`src/rtl/spi_master_ctrl.sv`:
```
// SPI master: sends an 11-bit command frame, optionally turns the bus around and
// shifts in one read byte, then holds SS_n high for a minimum gap before idling.
module spi_master_ctrl #(
  parameter int unsigned TURN_CYCLES = 2,
  parameter int unsigned GAP_CYCLES  = 1
) (
  input  logic       clk,
  input  logic       rst,
  input  logic       start,
  input  logic [1:0] cmd,
  input  logic [7:0] wdata,
  output logic       busy,
  output logic       done,
  output logic [7:0] rd_data,
  output logic       rd_valid,
  output logic       SS_n,
  output logic       MOSI,
  input  logic       MISO
);

  typedef enum logic [2:0] {S_IDLE, S_FRAME, S_TURN, S_RECV, S_GAP} state_e;

  // Each phase loads the counter with its length minus one and leaves at zero.
  localparam logic [3:0] FRAME_LAST = 4'd10;
  localparam logic [3:0] TURN_LAST  = 4'(TURN_CYCLES - 1);
  localparam logic [3:0] RECV_LAST  = 4'd7;
  localparam logic [3:0] GAP_LAST   = 4'(GAP_CYCLES - 1);

  state_e      state_q, state_d;
  logic [3:0]  cnt_q, cnt_d;
  logic        ss_n_q, ss_n_d;
  logic [10:0] frame_q;
  logic        rd_cmd_q;
  logic [7:0]  rx_q;
  logic [7:0]  rd_data_q;
  logic        rd_valid_q;
  logic        accept;
  logic        recv_last;

  assign accept    = (state_q == S_IDLE) && start;
  assign recv_last = (state_q == S_RECV) && (cnt_q == 4'd0);

  // NOTE: every clocked process uses non-blocking assignments so all registers
  // sample the pre-edge values regardless of process or statement order.
  always_ff @(posedge clk) begin
    if (rst) begin
      state_q <= S_IDLE;
      cnt_q   <= '0;
      ss_n_q  <= 1'b1;
    end else begin
      state_q <= state_d;
      cnt_q   <= cnt_d;
      ss_n_q  <= ss_n_d;
    end
  end

  always_comb begin
    // NOTE: defaults first, so no branch leaves a signal unassigned (no latch).
    state_d = state_q;
    cnt_d   = (cnt_q == 4'd0) ? cnt_q : cnt_q - 4'd1;
    unique case (state_q)
      S_IDLE: begin
        if (start) begin
          state_d = S_FRAME;
          cnt_d   = FRAME_LAST;
        end
      end
      S_FRAME: begin
        if (cnt_q == 4'd0) begin
          state_d = rd_cmd_q ? S_TURN : S_GAP;
          cnt_d   = rd_cmd_q ? TURN_LAST : GAP_LAST;
        end
      end
      S_TURN: begin
        if (cnt_q == 4'd0) begin
          state_d = S_RECV;
          cnt_d   = RECV_LAST;
        end
      end
      S_RECV: begin
        if (cnt_q == 4'd0) begin
          state_d = S_GAP;
          cnt_d   = GAP_LAST;
        end
      end
      S_GAP: begin
        if (cnt_q == 4'd0) state_d = S_IDLE;
      end
      default: state_d = S_IDLE;
    endcase
    // SS_n is registered from the next state so it never glitches on decode.
    ss_n_d = !(state_d inside {S_FRAME, S_TURN, S_RECV});
  end

  always_ff @(posedge clk) begin
    if (rst) begin
      frame_q    <= '0;
      rd_cmd_q   <= 1'b0;
      rx_q       <= '0;
      rd_data_q  <= '0;
      rd_valid_q <= 1'b0;
    end else begin
      if (accept) begin
        frame_q  <= {cmd[1], cmd, wdata};
        rd_cmd_q <= &cmd;
      end else if (state_q == S_FRAME) begin
        frame_q <= {frame_q[9:0], 1'b0};
      end
      if (state_q == S_RECV) rx_q <= {rx_q[6:0], MISO};
      if (recv_last) rd_data_q <= {rx_q[6:0], MISO};
      rd_valid_q <= recv_last;
    end
  end

  always_comb begin
    busy = (state_q != S_IDLE);
    done = (state_q == S_GAP) && (cnt_q == 4'd0);
    MOSI = (state_q == S_FRAME) ? frame_q[10] : 1'b0;
  end

  assign SS_n     = ss_n_q;
  assign rd_data  = rd_data_q;
  assign rd_valid = rd_valid_q;

endmodule

```
`config.mk`:
```
export PLATFORM = sky130hd
export DESIGN_NAME = spi_master_ctrl
export DESIGN_NICKNAME = d
export VERILOG_FILES = /design/src/rtl/spi_master_ctrl.sv
export SDC_FILE = /design/constraint.sdc
export NUM_CORES = 1
export LEC_CHECK = 0
export CAP_MARGIN = 15
export CORE_MARGIN = 3
export CORE_UTILIZATION = 58
export CTS_BUF_LIST = sky130_fd_sc_hd__clkbuf_4
export CTS_CLUSTER_DIAMETER = 100
export DETAILED_ROUTE_END_ITERATION = 10
export PLACE_DENSITY = 0.95
export SLEW_MARGIN = 40
export SYNTH_ARGS = -nofsm -noshare
export SYNTH_HDL_FRONTEND = slang
export SYNTH_SLANG_ARGS = --single-unit
export TNS_END_PERCENT = 20
```
`constraint.sdc`:
```
create_clock -name clk -period 4.2 [get_ports clk]
set_input_delay 0.84 -clock clk [delete_from_list [all_inputs] [get_ports clk]]
set_output_delay 0.84 -clock clk [all_outputs]
set_load 0.01 [all_outputs]
```
# Word-level counts from Yosys, hierarchy flattened
# Index checks and enable logic that the tools add are counted.
# classes
n_addsub	1
eq_ne	7
mux	17
reduce_logical	10
# op_table
cell	n
$mux W11	2
$mux W4	5
$mux W3	6
$pmux W4 S4	1
$pmux W3 S5	1
$eq A3 B2 Y1 const B	4
$eq A3 B1 Y1 const B	2
$reduce_bool A3 Y1	2
$logic_not A4 Y1	1
$sub A4 B1 Y4 const B	1
$eq A3 B3 Y1 const B	1
$logic_and A1 B1 Y1	3
$logic_not A3 Y1	1
$mux W1	2
$reduce_and A2 Y1	1
$reduce_bool A2 Y1	1
$logic_not A1 Y1	1
# word_totals
register_bits	36
input_bits	14
output_inout_bits	13
wordCells	43

# Depth between registers and ports, before layout
# Gate-level depths: netlist (run 1).
# logic_depth
word_depth	6
mapped_depth	9
depth_no_buf	8

# Least setup slack after synthesis (run 1)
# OpenSTA, ideal clock, no wires.
# synth_timing
kind	register to output
startpoint	reg cnt_q[0]
endpoint	out done
arrival_time_ps	1343
required_ps	3360
path_slack_ps	2017
stages_incl_launch_ff	6
n_path_buf	1
path_cell_list	dfxtp_1 inv_1 ha_1 nor3b_4 buf_2 and3_1
# synth_via
elab_chain_len	2
# synth_lines
element	line_no	text
from (decl)	30	logic [3:0] cnt_q, cnt_d;
from (signal assigned)	52	cnt_q <= cnt_d;
$logic_not A4 Y1	117	done = (state_q == S_GAP) && (cnt_q == 4'd0);
$logic_and A1 B1 Y1	117	
to (decl)	13	output logic done,
# Every way passes these cells.

# Worst setup path after layout (run 1)
# Same ends and word-level chain as after synthesis.

==> results of run 1 <==
==> final cells by class <==
type                       count  area share (%)
timing repair buffer          29            14.8
inverter                       5           0.986
sequential                    36            37.8
clock buffer                   6            2.37
tap                           30            1.97
clock inverter                 1           0.263
multi-input combinational    131            41.7
==> synthesized netlist by cell type (2+ instances only) <==
| library cell | number |
|---|---|
| a21oi_1 | 25 |
| a22oi_1 | 7 |
| a31oi_1 | 3 |
| buf_2 | 5 |
| buf_6 | 2 |
| clkbuf_1 | 9 |
| dfxtp_1 | 36 |
| ha_1 | 3 |
| inv_1 | 4 |
| mux2i_1 | 2 |
| nand2_1 | 25 |
| nand3_1 | 20 |
| nor2_1 | 3 |
| nor3_1 | 5 |
| nor3b_1 | 2 |
| o21ai_0 | 10 |
| o21bai_1 | 2 |
| or3_1 | 2 |
==> critical path, delay by kind of cell (launching register included) <==
kind	cells	cell delay [ns]
and+or+nand+nor	2	0.37
buffers and inverters	3	0.88
adders and majority gates	1	0.24
DFF	1	0.34
==> logic make-up (layout without fill, tap and decap cells) <==
| logic type | Yosys count | count (layout) | share of synthesized area, % |
|---|---|---|---|
| AO/OA/AOI/OAI | 56 | 56 | 21.7 |
| XOR/XNOR | 1 | 1 | 0.544 |
| buffers and inverters | 22 | 41 | 6.52 |
| adder cells (fa/ha/maj) | 3 | 3 | 2.33 |
| multiplexers | 2 | 2 | 1.24 |
| AND/OR/NAND/NOR | 69 | 69 | 23.0 |
| flip-flops | 36 | 36 | 44.7 |
==> path summary, 6_finish.rpt <==
| path | startpoint | end |
|---|---|---|
| worst min register to register | rx_q[6]$_SDFFE_PP0P_ | rx_q[6]$_SDFFE_PP0P_ |
| worst min-delay path | rx_q[6]$_SDFFE_PP0P_ | rx_q[6]$_SDFFE_PP0P_ |
| worst max register to register | cnt_q[0]$_SDFF_PP0_ | cnt_q[0]$_SDFF_PP0_ |
| worst max-delay path | cnt_q[0]$_SDFF_PP0_ | done |
==> per-stage QoR <==
stage	std cells	setup slack (ns)	util (%)
floorplan	189	2.02	-
global placement	231	1.65	71.9
detailed placement	231	1.58	71.9
CTS	238	1.17	73.8
global route	238	1.03	74.2
finish	238	1.18	74.2
==> power groups by stage <==
stage               Combinational (mW)  Clock (mW)  Sequential [mW]
floorplan                        0.265           0            0.414
global placement                 0.314           0            0.428
detailed placement               0.332           0            0.431
CTS                              0.333       0.183            0.424
global route                     0.376       0.201            0.433
finish                           0.339       0.179            0.426
==> metal layers <==
layer	global-route usage, %	vias to the layer above
met3	9.65	8
met4	12.3	0
met1	26.3	691
met2	36.4	52
li1	-	714
met5	0	-
==> flip-flops by register name (all words and copies together), names as in the netlist <==
signal	cells
rd_valid	1
SS_n	1
rd_cmd_q	1
rd_data	8
cnt_q	4
frame_q	11
rx_q	7
state_q	3
==> impl_metrics.env, run 1 <==
export IMPL_outcome="complete, no violations"
export IMPL_n_antenna_cell=0
export IMPL_synth_nets=206
export IMPL_final_antenna_net_count=0
export IMPL_top_layer_used="met4"
export IMPL_final_nets=225
export IMPL_cellPowerDensity_nw_per_um2=496
export IMPL_hold_violations=0
export IMPL_power_frac_seq_pct=45.1
export IMPL_die_area_um2=3450
export IMPL_finalPower_mw=0.944
export IMPL_fin_tns_setup_ns=0
export IMPL_h_tree_depth=2
export IMPL_drive_gt1_share_pct=8.17
export IMPL_path_class="register to output pin"
export IMPL_p_leak_nw=0.651
export IMPL_most_common_layout_cells="dfxtp_1, clkdlybuf4s50_1, a21oi_1, nand2_1, nand3_1"
export IMPL_place_hpwl_mm=2.36
export IMPL_area_sequential_um2=721
export IMPL_whs_ns=0.475
export IMPL_grt_usage_pct=23.0
export IMPL_post_cts_buffers=0
export IMPL_tightest_slew_ns=0.671
export IMPL_hold_path_class="register to register"
export IMPL_period_share_pct=71.9
export IMPL_max_stage_delay_ns=0.53
export IMPL_whs_path_depth=2
export IMPL_clkPwrFrac_pct=19.0
export IMPL_start_kind="register"
export IMPL_rows=18
export IMPL_slew_violations=0
export IMPL_synth_area_leaders="dfxtp_1, a21oi_1, nand3_1"
export IMPL_route_met3_wl_um=235
export IMPL_globalplace_congestion=0.804
export IMPL_routed_wl_mm=3.45
export IMPL_ios=27
export IMPL_worstPathArrival_ns=2.18
export IMPL_synth_flop_cell="dfxtp_1"
export IMPL_avgViaCountPerCell=6.16
export IMPL_multi_input_area_um2=795
export IMPL_netlist_area_leader_share_pct=44.7
export IMPL_coreArea_um2=2570
export IMPL_grt_pass1_vias=1383
export IMPL_clock_path_buffers=2
export IMPL_setup_viol=0
export IMPL_grt_max_degree=20
export IMPL_clkTransAtPathRegs_ns=0.10
export IMPL_numCtsBuffers=5
export IMPL_path_cells="inv_1 -> ha_1 -> nor3b_4 -> buf_4 -> and3_1 -> clkdlybuf4s50_1"
export IMPL_antenna_found_initial=0
export IMPL_worst_path_max_delay_cell="clkdlybuf4s50_1"
export IMPL_p_int_mw=0.599
export IMPL_initial_utilization_pct=62.8
export IMPL_p_sw_share_pct=36.6
export IMPL_crit_required_ns=3.36
export IMPL_synth_avg_cell_area_um2=8.53
export IMPL_r2r_setup_slack_ns=2.04
export IMPL_ys_ff_latch=36
export IMPL_clkLatencyLatePin_ns=0.35
export IMPL_n_fill_cell=194
export IMPL_max_freq_ghz=0.331
export IMPL_tritoncts="built"
export IMPL_grt_overflow=0
export IMPL_ctsRootBufferMaster="clkbuf_4"
export IMPL_maxCapViolations=0
export IMPL_met1_length_mm=1.47
export IMPL_p_switching_mw=0.345
export IMPL_drt_initial_drc_count=86
export IMPL_rsz0062_at_grt="no"
export IMPL_cts_hold_buf=0
export IMPL_synth_warnings=0
export IMPL_worstRegToRegCells=9
export IMPL_syn_to_final_growth_pct=18.2
export IMPL_drt_first_pass_iters=5
export IMPL_vias=1465
export IMPL_die_x_um=58.7
export IMPL_synth_cell_types=42
export IMPL_period_needed_ns=3.02
export IMPL_endpoint_kind="output pin"
export IMPL_wire_per_inst_um=14.5
export IMPL_cts_resized=0
export IMPL_clock_sinks=36
export IMPL_stdcell_area_um2=1900
export IMPL_drc=0
export IMPL_placed_cell_area_um2=1850
export IMPL_relSlewSlack_pct=55.1
export IMPL_seq_area_frac_synth_pct=44.7
export IMPL_die_height_um=58.7
export IMPL_port_buffers=26
export IMPL_p_comb_share_pct=35.9
export IMPL_syn_cell_area_um2=1610
export IMPL_cp_max_fo=16
export IMPL_grt_pass1_wl_mm=5.92
export IMPL_irDropWorstVdd_mv=0.390
export IMPL_yosysTopAreaCell="dfxtp_1"
export IMPL_clock_skew_ns=0.00907
export IMPL_layout_commonest_cell="dfxtp_1"
export IMPL_syn_inst=189
export IMPL_met2WireLength_mm=1.69
export IMPL_synth_edf_count=0
export IMPL_synthArstFlopShare_pct=0
(Power assumes the default switching activity.)
==> inputs of run 2 (changes only) <==
CORE_UTILIZATION = 54   (was 58)
PLACE_DENSITY = 0.92   (was 0.95)
clock period = 2.9 ns   (was 4.2 ns; I/O delays follow)
==> run 2 against run 1 <==
Final cell count is 1.7% higher. Total power is 52% higher. Clock power increased by 87%. Core utilization is 5.1 points lower. Worst hold slack got worse by 0.012 ns. Sequential cell count is the same. Cell area grew 1.7%. Critical path type unchanged. Critical endpoint is now MOSI.
==> impl_metrics.env, run 2 (synthesis results as in run 1) <==
export IMPL_outcome="complete, no violations"
export IMPL_coreArea_um2=2810
export IMPL_whs_ns=0.463
export IMPL_power_frac_seq_pct=42.7
export IMPL_drt_first_pass_iters=4
export IMPL_finalPower_mw=1.44
export IMPL_final_cell_count_no_fill=242
export IMPL_p_sw_share_pct=34.3
export IMPL_tightest_slew_ns=0.557
export IMPL_max_freq_ghz=0.395
export IMPL_stdcell_area_um2=1940
export IMPL_pre_cts_ws_ns=0.595
export IMPL_period_needed_ns=2.53
export IMPL_cts_hold_buf=0
export IMPL_globalplace_congestion=0.747
export IMPL_p_comb_share_pct=33.9
export IMPL_setup_slack_ns=0.369
export IMPL_drc=0
export IMPL_grt_max_degree=19
export IMPL_relSlewSlack_pct=62.8
export IMPL_cp_max_fo=16
export IMPL_p_int_mw=0.944
export IMPL_largest_register="frame_q"
export IMPL_die_x_um=60.6
export IMPL_hold_violations=0
export IMPL_clock_sinks=36
export IMPL_final_antenna_net_count=0
export IMPL_rows=19
export IMPL_largest_reg_flops=11
export IMPL_hold_path_class="register to register"
export IMPL_finish_utilization_pct=69.0
export IMPL_clock_skew_ns=0.00231
export IMPL_clkLatencyLatePin_ns=0.33
export IMPL_dp_cells=234
export IMPL_port_buffers=26
export IMPL_die_area_um2=3680
export IMPL_placed_cell_area_um2=1860
export IMPL_final_nets=227
export IMPL_avgViaCountPerCell=5.87
export IMPL_syn_to_final_growth_pct=20.2
export IMPL_endpoint_kind="output pin"
export IMPL_grt_pass1_wl_mm=5.40
export IMPL_slew_violations=0
export IMPL_grt_usage_pct=20.1
export IMPL_crit_required_ns=2.32
export IMPL_cellPowerDensity_nw_per_um2=742
export IMPL_clock_path_buffers=2
export IMPL_clkPwrFrac_pct=23.3
export IMPL_worstPathArrival_ns=1.95
export IMPL_period_share_pct=87.3
export IMPL_most_common_layout_cells="dfxtp_1, clkdlybuf4s50_1, a21oi_1, nand2_1, nand3_1"
export IMPL_cts_resized=0
export IMPL_die_height_um=60.6
export IMPL_grt_overflow=0
export IMPL_vias=1421
export IMPL_start_kind="register"
export IMPL_n_antenna_cell=0
export IMPL_rsz0062_at_grt="no"
export IMPL_maxCapViolations=0
export IMPL_tritoncts="built"
export IMPL_numCtsBuffers=5
export IMPL_antenna_found_initial=0
export IMPL_ctsRootBufferMaster="clkbuf_4"
export IMPL_place_hpwl_mm=2.26
export IMPL_irDropWorstVdd_mv=0.478
export IMPL_p_switching_mw=0.492
export IMPL_drive_gt1_share_pct=8.53
export IMPL_clkTransAtPathRegs_ns=0.10
export IMPL_routed_wl_mm=3.34
export IMPL_drt_initial_drc_count=73
export IMPL_h_tree_depth=2
export IMPL_layout_commonest_cell="dfxtp_1"
export IMPL_wire_per_inst_um=13.8
export IMPL_post_cts_buffers=0
export IMPL_fin_tns_setup_ns=0
export IMPL_n_fill_cell=211
export IMPL_initial_utilization_pct=57.4
export IMPL_setup_viol=0
export IMPL_grt_pass1_vias=1262
export IMPL_path_class="register to output pin"
export IMPL_ios=27
export IMPL_p_leak_nw=0.664
## run 2: worst max-delay path, stage by stage, from the launching register on
cell             delay [ns]
dfxtp_1                0.62
nor3b_1                0.31
and2_1                 0.16
clkdlybuf4s50_1        0.52
## run 2: worst paths after layout
check	endpoint	from	slack, ns	cells past startpoint
max	MOSI	state_q[0]$_SDFF_PP0_	0.37	3
min	rx_q[6]$_SDFFE_PP0P_	rx_q[6]$_SDFFE_PP0P_	0.46	2
max reg2reg	cnt_q[0]$_SDFF_PP0_	cnt_q[0]$_SDFF_PP0_	0.76	8
min reg2reg	rx_q[6]$_SDFFE_PP0P_	rx_q[6]$_SDFFE_PP0P_	0.46	2
## run 2: power groups by stage
| stage | registers (mW) | clock network, mW | logic, mW |
|---|---|---|---|
| 2_1_floorplan | 0.599 | 0 | 0.384 |
| 4_1_cts | 0.613 | 0.347 | 0.485 |
| 6_report | 0.614 | 0.335 | 0.488 |
| 3_5_place_dp | 0.625 | 0 | 0.482 |
| 3_3_place_gp | 0.621 | 0 | 0.471 |
| 5_1_grt | 0.624 | 0.367 | 0.535 |
## run 2: area by class of cell
cell class / count / area, um2 / area share [%]
Multi-Input combinational cell: 131 / 786 / 40.6
Tap cell: 31 / 38.8 / 2.00
Timing Repair Buffer: 31 / 298 / 15.4
Inverter: 5 / 18.8 / 0.969
Clock inverter: 3 / 37.5 / 1.94
Sequential cell: 36 / 721 / 37.2
Clock buffer: 5 / 37.5 / 1.94
## run 2: layer usage
| layer | track usage (%) | up-vias | routed length [um] |
|---|---|---|---|
| li1 | - | 720 | - |
| met1 | 24.5 | 659 | 1540 |
| met2 | 31.0 | 38 | 1590 |
| met3 | 6.38 | 4 | 166 |
| met4 | 11.8 | 0 | 49 |
| met5 | 0 | - | 0 |
